### src/rtl/fifo_rd_framer.sv
// Read-side framer for the 1-bit receive async FIFO: issues FIFO reads, packs
// the serial bits into FRAME_WIDTH-bit frames and hands them off over valid/ready.
module fifo_rd_framer #(
  parameter int unsigned FRAME_WIDTH = 8,
  parameter bit          LSB_FIRST   = 1'b1,
  parameter int unsigned CNT_WIDTH   = 16
) (
  input  logic                   i_Rclk,
  input  logic                   i_Rrst_n,
  input  logic                   i_Enable,
  input  logic                   i_Clr,
  input  logic                   i_Empty,
  output logic                   o_R_en,
  input  logic                   i_Data_In,
  output logic [FRAME_WIDTH-1:0] o_Frame,
  output logic                   o_Valid,
  input  logic                   i_Ready,
  output logic                   o_Busy,
  output logic [CNT_WIDTH-1:0]   o_Frame_Cnt
);

  localparam int unsigned     RC_W      = $clog2(FRAME_WIDTH) + 1;
  localparam logic [RC_W-1:0] FRAME_LEN = RC_W'(FRAME_WIDTH);
  localparam logic [RC_W-1:0] LAST_IDX  = RC_W'(FRAME_WIDTH - 1);

  typedef enum logic [1:0] {
    S_IDLE    = 2'd0,
    S_FILL    = 2'd1,
    S_PRESENT = 2'd2
  } state_t;

  state_t                 state;
  state_t                 state_nxt;
  logic [RC_W-1:0]        req_cnt;
  logic [RC_W-1:0]        req_cnt_nxt;
  logic [RC_W-1:0]        rx_cnt;
  logic [RC_W-1:0]        rx_cnt_nxt;
  logic [RC_W-1:0]        bit_idx;
  logic                   rd_pend;
  logic [FRAME_WIDTH-1:0] shreg;
  logic [FRAME_WIDTH-1:0] shreg_nxt;
  logic [FRAME_WIDTH-1:0] frame_q;
  logic [FRAME_WIDTH-1:0] frame_nxt;
  logic                   valid_q;
  logic                   busy_q;
  logic [CNT_WIDTH-1:0]   frame_cnt;
  logic [CNT_WIDTH-1:0]   frame_cnt_nxt;
  logic                   r_en_c;

  // Next-state, read request and bit capture; abort overrides everything.
  always_comb begin
    state_nxt     = state;
    req_cnt_nxt   = req_cnt;
    rx_cnt_nxt    = rx_cnt;
    shreg_nxt     = shreg;
    frame_nxt     = frame_q;
    frame_cnt_nxt = frame_cnt;
    r_en_c        = 1'b0;
    bit_idx       = LSB_FIRST ? rx_cnt : (LAST_IDX - rx_cnt);

    if (i_Clr) begin
      state_nxt   = S_IDLE;
      req_cnt_nxt = '0;
      rx_cnt_nxt  = '0;
      shreg_nxt   = '0;
    end else begin
      unique case (state)
        S_IDLE: begin
          if (i_Enable) begin
            state_nxt   = S_FILL;
            req_cnt_nxt = '0;
            rx_cnt_nxt  = '0;
          end
        end
        S_FILL: begin
          r_en_c = !i_Empty && (req_cnt < FRAME_LEN);
          if (r_en_c) begin
            req_cnt_nxt = req_cnt + RC_W'(1);
          end
          // Data returned for last cycle's read lands in its frame slot.
          if (rd_pend) begin
            for (int i = 0; i < int'(FRAME_WIDTH); i++) begin
              if (bit_idx == RC_W'(i)) begin
                shreg_nxt[i] = i_Data_In;
              end
            end
            rx_cnt_nxt = rx_cnt + RC_W'(1);
            if (rx_cnt == LAST_IDX) begin
              frame_nxt = shreg_nxt;
              state_nxt = S_PRESENT;
            end
          end
        end
        S_PRESENT: begin
          if (i_Ready) begin
            frame_cnt_nxt = frame_cnt + CNT_WIDTH'(1);
            req_cnt_nxt   = '0;
            rx_cnt_nxt    = '0;
            state_nxt     = i_Enable ? S_FILL : S_IDLE;
          end
        end
        default: begin
          state_nxt   = S_IDLE;
          req_cnt_nxt = '0;
          rx_cnt_nxt  = '0;
        end
      endcase
    end
  end

  // State and datapath registers; valid/busy are decoded from the next state.
  always_ff @(posedge i_Rclk or negedge i_Rrst_n) begin
    if (!i_Rrst_n) begin
      state     <= S_IDLE;
      req_cnt   <= '0;
      rx_cnt    <= '0;
      rd_pend   <= 1'b0;
      shreg     <= '0;
      frame_q   <= '0;
      valid_q   <= 1'b0;
      busy_q    <= 1'b0;
      frame_cnt <= '0;
    end else begin
      state     <= state_nxt;
      req_cnt   <= req_cnt_nxt;
      rx_cnt    <= rx_cnt_nxt;
      rd_pend   <= r_en_c;
      shreg     <= shreg_nxt;
      frame_q   <= frame_nxt;
      valid_q   <= (state_nxt == S_PRESENT);
      busy_q    <= (state_nxt != S_IDLE);
      frame_cnt <= frame_cnt_nxt;
    end
  end

  assign o_R_en      = r_en_c;
  assign o_Frame     = frame_q;
  assign o_Valid     = valid_q;
  assign o_Busy      = busy_q;
  assign o_Frame_Cnt = frame_cnt;

endmodule

### config.mk
export PLATFORM = sky130hd
export DESIGN_NAME = fifo_rd_framer
export DESIGN_NICKNAME = d
export VERILOG_FILES = /design/src/rtl/fifo_rd_framer.sv
export SDC_FILE = /design/constraint.sdc
export NUM_CORES = 1
export LEC_CHECK = 0
export ABC_AREA = 1
export BUFFER_PORTS_ARGS = -buffer_cell sky130_fd_sc_hd__buf_4
export CORE_ASPECT_RATIO = 1.25
export CORE_MARGIN = 5
export CORE_UTILIZATION = 56
export CTS_CLUSTER_DIAMETER = 150
export CTS_CLUSTER_SIZE = 24
export DETAILED_ROUTE_END_ITERATION = 10
export PLACE_DENSITY = 0.89
export SYNTH_ARGS = -nofsm -noshare
export SYNTH_HDL_FRONTEND = slang
export SYNTH_SLANG_ARGS = --single-unit
### constraint.sdc
create_clock -name i_Rclk -period 1.8 [get_ports i_Rclk]
set_clock_uncertainty 0.15 [all_clocks]
set_input_delay 0.45 -clock i_Rclk [delete_from_list [all_inputs] [get_ports i_Rclk]]
set_output_delay 0.45 -clock i_Rclk [all_outputs]
set_load 0.02 [all_outputs]
After elaboration in Yosys (flattened, before gate mapping)
Cells that the tools add are included.
Cells by class
  order comparisons: 1
  equal/unequal tests: 14
  add/sub/neg operators: 3
  reductions and logical operators: 12
  bitwise logic cells: 1
  muxes and demuxes: 28
Operators by type and width (count)
  2-to-1 mux 4 bit: 6
  2-to-1 mux 8 bit: 3
  case mux 4 bit (3 select lines): 2
  adder 16 x 1 -> 16 bit (second input constant): 1
  equality test 4 x 3 -> 1 bit (second input constant): 4
  != test 3 bit (second input constant): 4
  2-to-1 mux 1 bit: 11
  2-to-1 mux 2 bit: 5
  AND reduction 3 bit: 3
  adder 4 x 1 -> 4 bit (second input constant): 2
  equality test 4 x 2 -> 1 bit (second input constant): 2
  case mux 2 bit (3 select lines): 1
  nonzero test 2 bit: 3
  equality test 2 bit (second input constant): 2
  equality test 4 x 1 -> 1 bit (second input constant): 1
  zero test 4 bit: 1
  < comparator 4 bit (second input constant): 1
  AND reduction 4 bit: 1
  equality test 2 x 1 -> 1 bit (second input constant): 1
  zero test 2 bit: 1
  AND reduction 2 bit: 1
  logical AND 1 bit: 1
  zero test 1 bit: 1
  inverter 1 bit: 1
Word-level totals
  flip-flop bits (word level): 45
  output and inout bits: 27

Depth between registers and ports, before layout
Gate-level depths: netlist (run 1).
  depth after elaboration: 6
  depth in mapped cells: 9
  gate-level depth less buffers: 9

Worst setup path before layout (run 1)
No wires, ideal clock.
  path kind: input-to-output
  start: input port i_Empty
  end: output port o_R_en
  data required time: 1.200 ns
  slack: 0.120 ns
  arrival: 1.080 ns
  stages: 3
  path through: or2_2 > or2_4 > clkinv_2
Between the ends
  word-level cells in the longest chain between the ends: 4
RTL lines
  from (decl): line 12  | input logic i_Empty,
  zero test 1 bit: line 76  | r_en_c = !i_Empty && (req_cnt < FRAME_LEN);
  logical AND 1 bit: line 76
  2-to-1 mux 1 bit: line 67  | unique case (state)
  2-to-1 mux 1 bit: line 61  | if (i_Clr) begin
  to (decl): line 13  | output logic o_R_en,
Every way passes these cells.

Worst setup path after layout (run 1)
  start: register state[1]
  end: output port o_R_en
Between the ends
  word-level cells in the longest chain between the ends: 3
RTL lines
  from (decl): line 32  | state_t state;
  from (signal assigned): line 124  | state <= state_nxt;
  equality test 2 x 1 -> 1 bit: line 67
  2-to-1 mux 1 bit: line 67
  2-to-1 mux 1 bit: line 61
Every way passes these cells.

==> results of run 1 <==
## cell type report
cell class | instances | area (µm²)
clock inverter | 2 | 35.0
timing repair buffer | 39 | 312
tap | 54 | 67.6
fill | 313 | 1120
inverter | 40 | 154
sequential | 44 | 1100
multi-input combinational | 187 | 956
clock buffer | 6 | 72.6
## worst max-delay path by stage
stage | to | start | slack (ps)
floorplan | o_R_en | i_Empty | 120
global placement | o_R_en | i_Empty | -80
detailed placement | o_R_en | i_Empty | -90
CTS | o_R_en | state[1] | -180
global route | o_R_en | state[1] | -250
finish | o_R_en | state[1] | -190
## power groups by stage
stage	clock network (mW)	registers [mW]	logic [mW]
after floorplan	0	1.06	0.103
after global routing	0.799	1.03	0.232
after CTS	0.761	1.03	0.200
after detailed placement	0	1.05	0.191
final	0.743	1.03	0.201
after global placement	0	1.05	0.184
## layer usage
| metal | routed length (µm) | track usage |
|---|---|---|
| met2 | 2430 | 0.352 |
| met5 | 0 | 0 |
| met3 | 266 | 0.0531 |
| met4 | 187 | 0.132 |
| met1 | 1820 | 0.211 |
## registers in the layout (all words and copies together) (netlist names)
register	flops
bit_idx	4
o_Busy	1
o_Frame	8
o_Frame_Cnt	16
o_Valid	1
rd_pend	1
req_cnt	4
shreg	7
state	2
## synth_stat cells (2+ instances only)
master   number
dfrtp_1      44
o21ai_0      17
nand2_1      93
nand3_1      18
inv_2         2
a22oi_1       2
a21oi_1       4
nor2_2        4
xnor2_1       5
o21ai_1       2
inv_1        35
nor2_4        3
xor2_1        5
ha_1          6
nor2_1       17
nand3_2       2
## worst max-delay path: cells and delay by family (launching register included)
| kind | cells | cell delay, ps |
|---|---|---|
| buffers and inverters | 4 | 310 |
| DFF | 1 | 400 |
| and+or+nand+nor | 3 | 390 |
## cells by family after synthesis
family / after synthesis / synth area share
compound gates: 27 / 0.0649
xor+xnor: 10 / 0.0395
fa+ha+maj: 6 / 0.0339
simple gates: 144 / 0.290
flops: 44 / 0.497
buf+inv: 42 / 0.0751
## cells in the final DEF (no fill, tap or decap), types with 4 or more instances in the layout
cell / instances
a21oi_1: 4
buf_4: 36
clkbuf_8: 5
dfrtp_1: 43
ha_1: 6
inv_1: 34
nand2_1: 93
nand3_1: 18
nor2_1: 17
nor2_2: 4
o21ai_0: 17
xnor2_1: 5
xor2_1: 5
## through the flow
| stage | utilization | hold slack [ps] | area [µm²] | TNS, ps |
|---|---|---|---|---|
| floorplan | - | 4.41 | 2220 | 0 |
| global placement | 0.671 | 316 | 2560 | -82.7 |
| detailed placement | 0.671 | 317 | 2560 | -91.1 |
| CTS | 0.706 | 312 | 2690 | -184 |
| global route | 0.707 | 331 | 2700 | -254 |
| finish | 0.707 | 313 | 2700 | -187 |
## what timing repair did
| action | 4_1_cts | 5_1_grt |
|---|---|---|
| resized for setup | 3 | 2 |
| hold endpoints to repair | 16 | 0 |
| endpoints found under the setup margin | 1 | 1 |
| setup buffers | 1 | 0 |
| gates cloned | 0 | 0 |
| hold buffers | 1 | 0 |
==> impl_metrics.tcl, run 1 <==
set metrics [dict create \
    outcome "finished with violations" \
    violations "setup timing" \
    synth_flop_cell "dfrtp_1" \
    cts_buffers 5 \
    track_usage 0.203 \
    intPower_mw 1.50 \
    crit_top_cell "inv_2" \
    p_total_mw 1.98 \
    worst_path_max_delay_cell "dfrtp_1" \
    nets 330 \
    max_cap_viol_count 0 \
    rsz0062_at_grt "true" \
    synth_area_leaders "dfrtp_1 (50%), nand2_1 (16%), inv_1 (5.9%)" \
    antenna_cells 0 \
    io_buffers 33 \
    stdcell_count 372 \
    dp_hpwl_um 3350 \
    drt_iter0_drc 125 \
    fin_crit_ps 1990 \
    worst_pin_slew_ps 544 \
    hp-class "input port to flip-flop" \
    io_pins 34 \
    drt.antenna.violating_nets 0 \
    power_density_nw_per_um2 732 \
    worst_setup_path_start_kind "flip-flop" \
    grt_pass1_vias 1956 \
    p_seq_frac 0.522 \
    vias 1906 \
    tritoncts "yes" \
    htree_levels 2 \
    setup_viol 1 \
    reg2reg_to "o_Frame[3]" \
    cts.path.max_buffers 2 \
    p_leak_nw 1.41 \
    worstPathRequired_ps 1200 \
    synth_top_cell_by_area "dfrtp_1" \
    syn_nets 286 \
    seq_area_frac_synth 0.497 \
    drc 0 \
    final_hold_viol_count 0 \
    crit_chain "inv_2 -> nand2_4 -> nor2_4 -> inv_2 -> or2_4 -> clkinv_2 -> buf_6" \
    place_ws_ps -91.1 \
    post-route-period-util 1.10 \
    async_reset_ff_frac 1.00 \
    pwr-share-comb 0.102 \
    ys_seq_elements 44 \
    slew_violations 0 \
    power.switching_mw 0.474 \
    reg2reg_from "bit_idx[1]" \
    gp_congestion 0.757 \
    yosysWarnings 0 \
    wl_per_cell_um 12.6 \
    cpPeakStageDelay_ps 400 \
    clk_pin_slew_ps 80 \
    setup_ws_ps -187 \
    rr_worst_depth 8 \
    start_util 0.581 \
    synth_edf_count 0 \
    dp_cells 362 \
    max_freq_mhz 503 \
    syn_area_um2 2220 \
    ir_drop_v 0.000624 \
    ys_types 30 \
    hp-start "i_Ready" \
    clkPwrFrac 0.376 \
    grt_max_degree 45 \
    dieHeight_um 80.3 \
    netlist.area_leader.share 0.497 \
    netlist_instances 273 \
    wirelength_um 4710 \
    num_rows 25 \
    relSlewSlack 0.638 \
    antenna_found_initial 0 \
    grt_pass1_wl_um 8230 \
    holdPathStages 4 \
    core-area_um2 3820 \
    drive_above_1_share 0.204 \
    die_w_um 66.3 \
    end_kind "primary output" \
    overflow 0 \
    synth.avg_cell_area_um2 8.12 \
    insertion_delay_ps 300 \
    swShare 0.240 \
    crit_type "flip-flop to primary output" \
    root_buffer "clkbuf_8" \
    viasPerCell 5.12 \
    drtPass1Iterations 5 \
    syn_to_final_growth_pct 21.8 \
    crit_fanout 3 \
    arrival_ps 1390 \
    cts_sinks 44 \
    design.die.area_um2 5320 \
    min_to "o_Valid" \
    r2r_setup_slack_ps 130 \
]
Power figures use the tool's default switching activity.
==> run 2: changes to the inputs <==
--- a/config.mk
+++ b/config.mk
@@ -14,6 +14,7 @@
 export CTS_CLUSTER_SIZE = 24
 export DETAILED_ROUTE_END_ITERATION = 10
 export PLACE_DENSITY = 0.89
+export RECOVER_POWER = 100
 export SYNTH_ARGS = -nofsm -noshare
 export SYNTH_HDL_FRONTEND = slang
 export SYNTH_SLANG_ARGS = --single-unit
==> constraint.sdc (replaced) <==
create_clock -name i_Rclk -period 1.8 [get_ports i_Rclk]
set_clock_uncertainty 0.15 [all_clocks]
set_input_delay 0.45 -clock i_Rclk [delete_from_list [all_inputs] [get_ports i_Rclk]]
set_output_delay 0.45 -clock i_Rclk [all_outputs]
set_load 0.01 [all_outputs]
==> impl_metrics.tcl, run 2 (synthesized netlist as in run 1, its figures left out) <==
set metrics [dict create \
    outcome "finished with violations" \
    violations "setup timing" \
    swShare 0.240 \
    grt.met3_usage 0.0476 \
    worst_path_max_delay_cell "dfrtp_1" \
    arrival_ps 1370 \
    dieHeight_um 80.3 \
    core-area_um2 3820 \
    cts_sinks 44 \
    power.switching_mw 0.474 \
    grt_max_degree 45 \
    regArea_um2 1100 \
    totalNegativeSetupSlack_ps -170 \
    p_leak_nw 1.41 \
    pwr-share-comb 0.099 \
    grt_pass1_wl_um 7870 \
    track_usage 0.194 \
    antenna_cells 0 \
    grt_busiest_layer "met2" \
    worst_setup_path_start_kind "flip-flop" \
    post-route-period-util 1.09 \
    tritoncts "yes" \
    drtPass1Iterations 4 \
    worstPathRequired_ps 1200 \
    clkPwrFrac 0.378 \
    htree_levels 2 \
    crit_type "flip-flop to primary output" \
    cts.path.max_buffers 2 \
    root_buffer "clkbuf_8" \
    die_w_um 66.3 \
    viasPerCell 5.01 \
    insertion_delay_ps 300 \
    max_cap_viol_count 0 \
    worst_pin_slew_ps 533 \
    overflow 0 \
    start_util 0.581 \
    power_density_nw_per_um2 732 \
    wl_per_cell_um 12.4 \
    vias 1863 \
    slew_violations 0 \
    intPower_mw 1.50 \
    io_buffers 33 \
    clk_pin_slew_ps 80 \
    grtUsageMet1 0.204 \
    num_rows 25 \
    max_freq_mhz 508 \
    critical_path_buf_inv_count 3 \
    final_hold_viol_count 0 \
    crit_fanout 3 \
    dp_hpwl_um 3390 \
    crit_chain "nand2_4 -> nor2_4 -> inv_2 -> or2_4 -> clkinv_2 -> buf_6" \
    final_common_cell "nand2_1" \
    drt_iter0_drc 99 \
    cpPeakStageDelay_ps 460 \
    fin_crit_ps 1970 \
    dp_cells 362 \
    cp_top_family "flip-flops" \
    multi_input_area_um2 956 \
    setup_viol 1 \
    layout_common_cells "nand2_1 (93), dfrtp_1 (44), buf_4 (36)" \
    cp-startpoint "state[0]" \
    p_total_mw 1.97 \
    drive_above_1_share 0.201 \
    stdcell_count 372 \
    met2_usage 0.350 \
    fin_util 0.707 \
    syn_to_final_growth_pct 21.7 \
    hp-start "i_Ready" \
    ir_drop_v 0.000524 \
    rsz0062_at_grt "true" \
    wirelength_um 4600 \
    io_pins 34 \
    end_kind "primary output" \
    reg2reg_from "o_Frame_Cnt[0]" \
    largest_reg_flops 16 \
    place_ws_ps -71.9 \
    drt.antenna.violating_nets 0 \
    setup_ws_ps -170 \
    relSlewSlack 0.644 \
    antenna_found_initial 0 \
    cts_buffers 5 \
    p_seq_frac 0.523 \
    hp-class "input port to flip-flop" \
    gp_congestion 0.742 \
    grt_pass1_vias 1891 \
    drc 0 \
    design.die.area_um2 5320 \
    nets 330 \
    fill_cells 314 \
]
## run 2: cell type report
class / instances / area share
clock buffer: 6 / 0.0269
clock inverter: 2 / 0.0130
inverter: 40 / 0.0571
multi-input combinational: 187 / 0.354
sequential: 44 / 0.408
tap: 54 / 0.0250
timing repair buffer: 39 / 0.115
## run 2: worst paths after layout
check,end,slack [ps],cells past startpoint
max reg2reg,o_Frame_Cnt[14],190,8
min reg2reg,o_Frame[2],340,2
max in group asynchronous,shreg[0],610,2
min in group asynchronous,o_Frame_Cnt[6],520,2
min,o_Valid,310,4
max,o_R_en,-170,6
## run 2: worst register-to-register path, delay by kind of cell (launching register included)
kind	cells	cell delay, ps
fa+ha+maj	1	200
flops	1	440
simple gates	7	710
## run 2: timing repair
item | 4_1_cts | 5_1_grt
resized for setup | 3 | 1
endpoints found under the hold margin | 37 | 0
hold buffers | 1 | 0
cloned | 0 | 0
endpoints found under the setup margin | 1 | 1
buffers inserted | 1 | 0
## run 2: power by group through the flow
| stage | clock network, mW | logic, mW | registers (mW) |
|---|---|---|---|
| floorplan | 0 | 0.102 | 1.05 |
| global placement | 0 | 0.181 | 1.05 |
| detailed placement | 0 | 0.190 | 1.05 |
| CTS | 0.767 | 0.198 | 1.03 |
| global route | 0.815 | 0.224 | 1.03 |
| finish | 0.746 | 0.195 | 1.03 |
## run 2: per-layer routing
metal / routed length (µm) / share of wire
met5: 0 / 0
met4: 131 / 0.028
met3: 218 / 0.047
met2: 2410 / 0.52
met1: 1840 / 0.40
## run 2: through the flow
step                area (µm²)  hold WS [ps]
global placement          2560           316
finish                    2700           313
detailed placement        2560           319
global route              2700           321
floorplan                 2220          4.41
CTS                       2690           308
==> run 3: changes to the inputs <==
--- a/config.mk
+++ b/config.mk
@@ -9,11 +9,11 @@
 export BUFFER_PORTS_ARGS = -buffer_cell sky130_fd_sc_hd__buf_4
 export CORE_ASPECT_RATIO = 1.25
 export CORE_MARGIN = 5
-export CORE_UTILIZATION = 56
+export CORE_UTILIZATION = 38
 export CTS_CLUSTER_DIAMETER = 150
 export CTS_CLUSTER_SIZE = 24
 export DETAILED_ROUTE_END_ITERATION = 10
-export PLACE_DENSITY = 0.89
+export PLACE_DENSITY = 0.67
 export RECOVER_POWER = 100
 export SYNTH_ARGS = -nofsm -noshare
 export SYNTH_HDL_FRONTEND = slang
==> constraint.sdc (replaced) <==
create_clock -name i_Rclk -period 2.2 [get_ports i_Rclk]
set_clock_uncertainty 0.15 [all_clocks]
set_input_delay 0.55 -clock i_Rclk [delete_from_list [all_inputs] [get_ports i_Rclk]]
set_output_delay 0.55 -clock i_Rclk [all_outputs]
set_load 0.01 [all_outputs]
==> impl_metrics.tcl, run 3 (synthesized netlist as in run 1, its figures left out) <==
set metrics [dict create \
    critical_path_buf_inv_count 4 \
    num_rows 31 \
    drt_iter0_drc 79 \
    track_usage 0.126 \
    io_buffers 33 \
    fin_util 0.463 \
    start_util 0.386 \
    grt_pass1_wl_um 7710 \
    core-area_um2 5740 \
    dp_cells 371 \
    grt_max_degree 45 \
    crit_top_cell "inv_2" \
    antenna_found_initial 0 \
    wl_per_cell_um 11.7 \
    end_kind "primary output" \
    drt.antenna.violating_nets 0 \
    final_area_um2 2660 \
    outcome "completed" \
    worst_setup_path_start_kind "flip-flop" \
    power_density_nw_per_um2 611 \
    cts_buffers 5 \
    place_ws_ps 115 \
    cts_sinks 44 \
    drive_above_1_share 0.194 \
    holdWs_ps 276 \
    final_hold_viol_count 0 \
    max_freq_mhz 475 \
    io_pins 34 \
    wirelength_um 4440 \
    tritoncts "yes" \
    crit_fanout 5 \
    worst_path_max_delay_cell "dfrtp_1" \
    drtPass1Iterations 5 \
    dp_hpwl_um 3360 \
    vias 1840 \
    cts.path.max_buffers 2 \
    largest_reg_flops 16 \
    worst_pin_slew_ps 1080 \
    ir_drop_v 0.000268 \
    crit_type "flip-flop to primary output" \
    fin_crit_ps 2100 \
    overflow 0 \
    antenna_cells 0 \
    cpPeakStageDelay_ps 400 \
    p_total_mw 1.62 \
    totalNegativeSetupSlack_ps 0 \
    insertion_delay_ps 300 \
    nets 326 \
    post-route-period-util 0.957 \
    hp-class "input port to async pin" \
    p_leak_nw 1.38 \
    relSlewSlack 0.282 \
    design.die.area_um2 7470 \
    stdcell_count 380 \
    cp_top_family "flip-flops" \
    final_common_cell "nand2_1" \
    htree_levels 2 \
    postCtsHoldBufs 0 \
    clk_pin_slew_ps 90 \
    drc 0 \
    setup_viol 0 \
    crit_chain "inv_2 -> nand2_4 -> nor2_4 -> inv_2 -> or2_4 -> clkinv_2 -> buf_4" \
    gp_congestion 0.831 \
    root_buffer "clkbuf_8" \
    viasPerCell 4.84 \
    setup_ws_ps 95.1 \
    dpl-instance-area_um2 2540 \
    max_cap_viol_count 0 \
    arrival_ps 1400 \
    slew_violations 0 \
    die_w_um 78.3 \
    layout_common_cells "nand2_1 (94), dfrtp_1 (44), inv_1 (34), buf_4 (34), nand3_1 (18)" \
    grt_pass1_vias 1799 \
    dieHeight_um 95.4 \
    worstPathRequired_ps 1500 \
    syn_to_final_growth_pct 20.0 \
]
==> run 3: area by class of cell <==
type | count | area, µm²
fill | 570 | 3080
sequential | 44 | 1100
multi-input combinational | 187 | 946
timing repair buffer | 35 | 260
inverter | 40 | 154
tap | 66 | 82.6
clock buffer | 5 | 68.8
clock inverter | 3 | 46.3
==> run 3: power breakdown <==
part	internal (mW)	switching (mW)	total, mW	leakage (nW)
Combinational	0.0475	0.0871	0.135	0.721
Clock	0.342	0.298	0.640	0.0548
Sequential	0.829	0.0201	0.849	0.600
==> run 3: metal layers <==
layer	track usage	share of wire	vias to the layer above
met2	0.237	0.52	43
met4	0.0408	0.014	0
li1	-	-	921
met3	0.0340	0.042	6
met1	0.138	0.42	870
met5	0	0	-
==> run 3: path summary, 6_finish.rpt <==
path,cells after the start,slack (ps),endpoint,start
max,7,100,o_R_en,state[1]
min,1,280,o_Frame_Cnt[15],i_Rrst_n
max reg2reg,7,460,o_Frame[1],bit_idx[0]
min reg2reg,2,340,o_Frame[5],o_Frame[5]
max in group asynchronous,1,950,bit_idx[2],i_Rrst_n
min in group i_Rclk,2,340,o_Frame[5],o_Frame[5]
==> run 3: repair_timing <==
item	4_1_cts	5_1_grt
buffers inserted	0	1
setup endpoints to repair	0	1
gates resized for setup	0	2
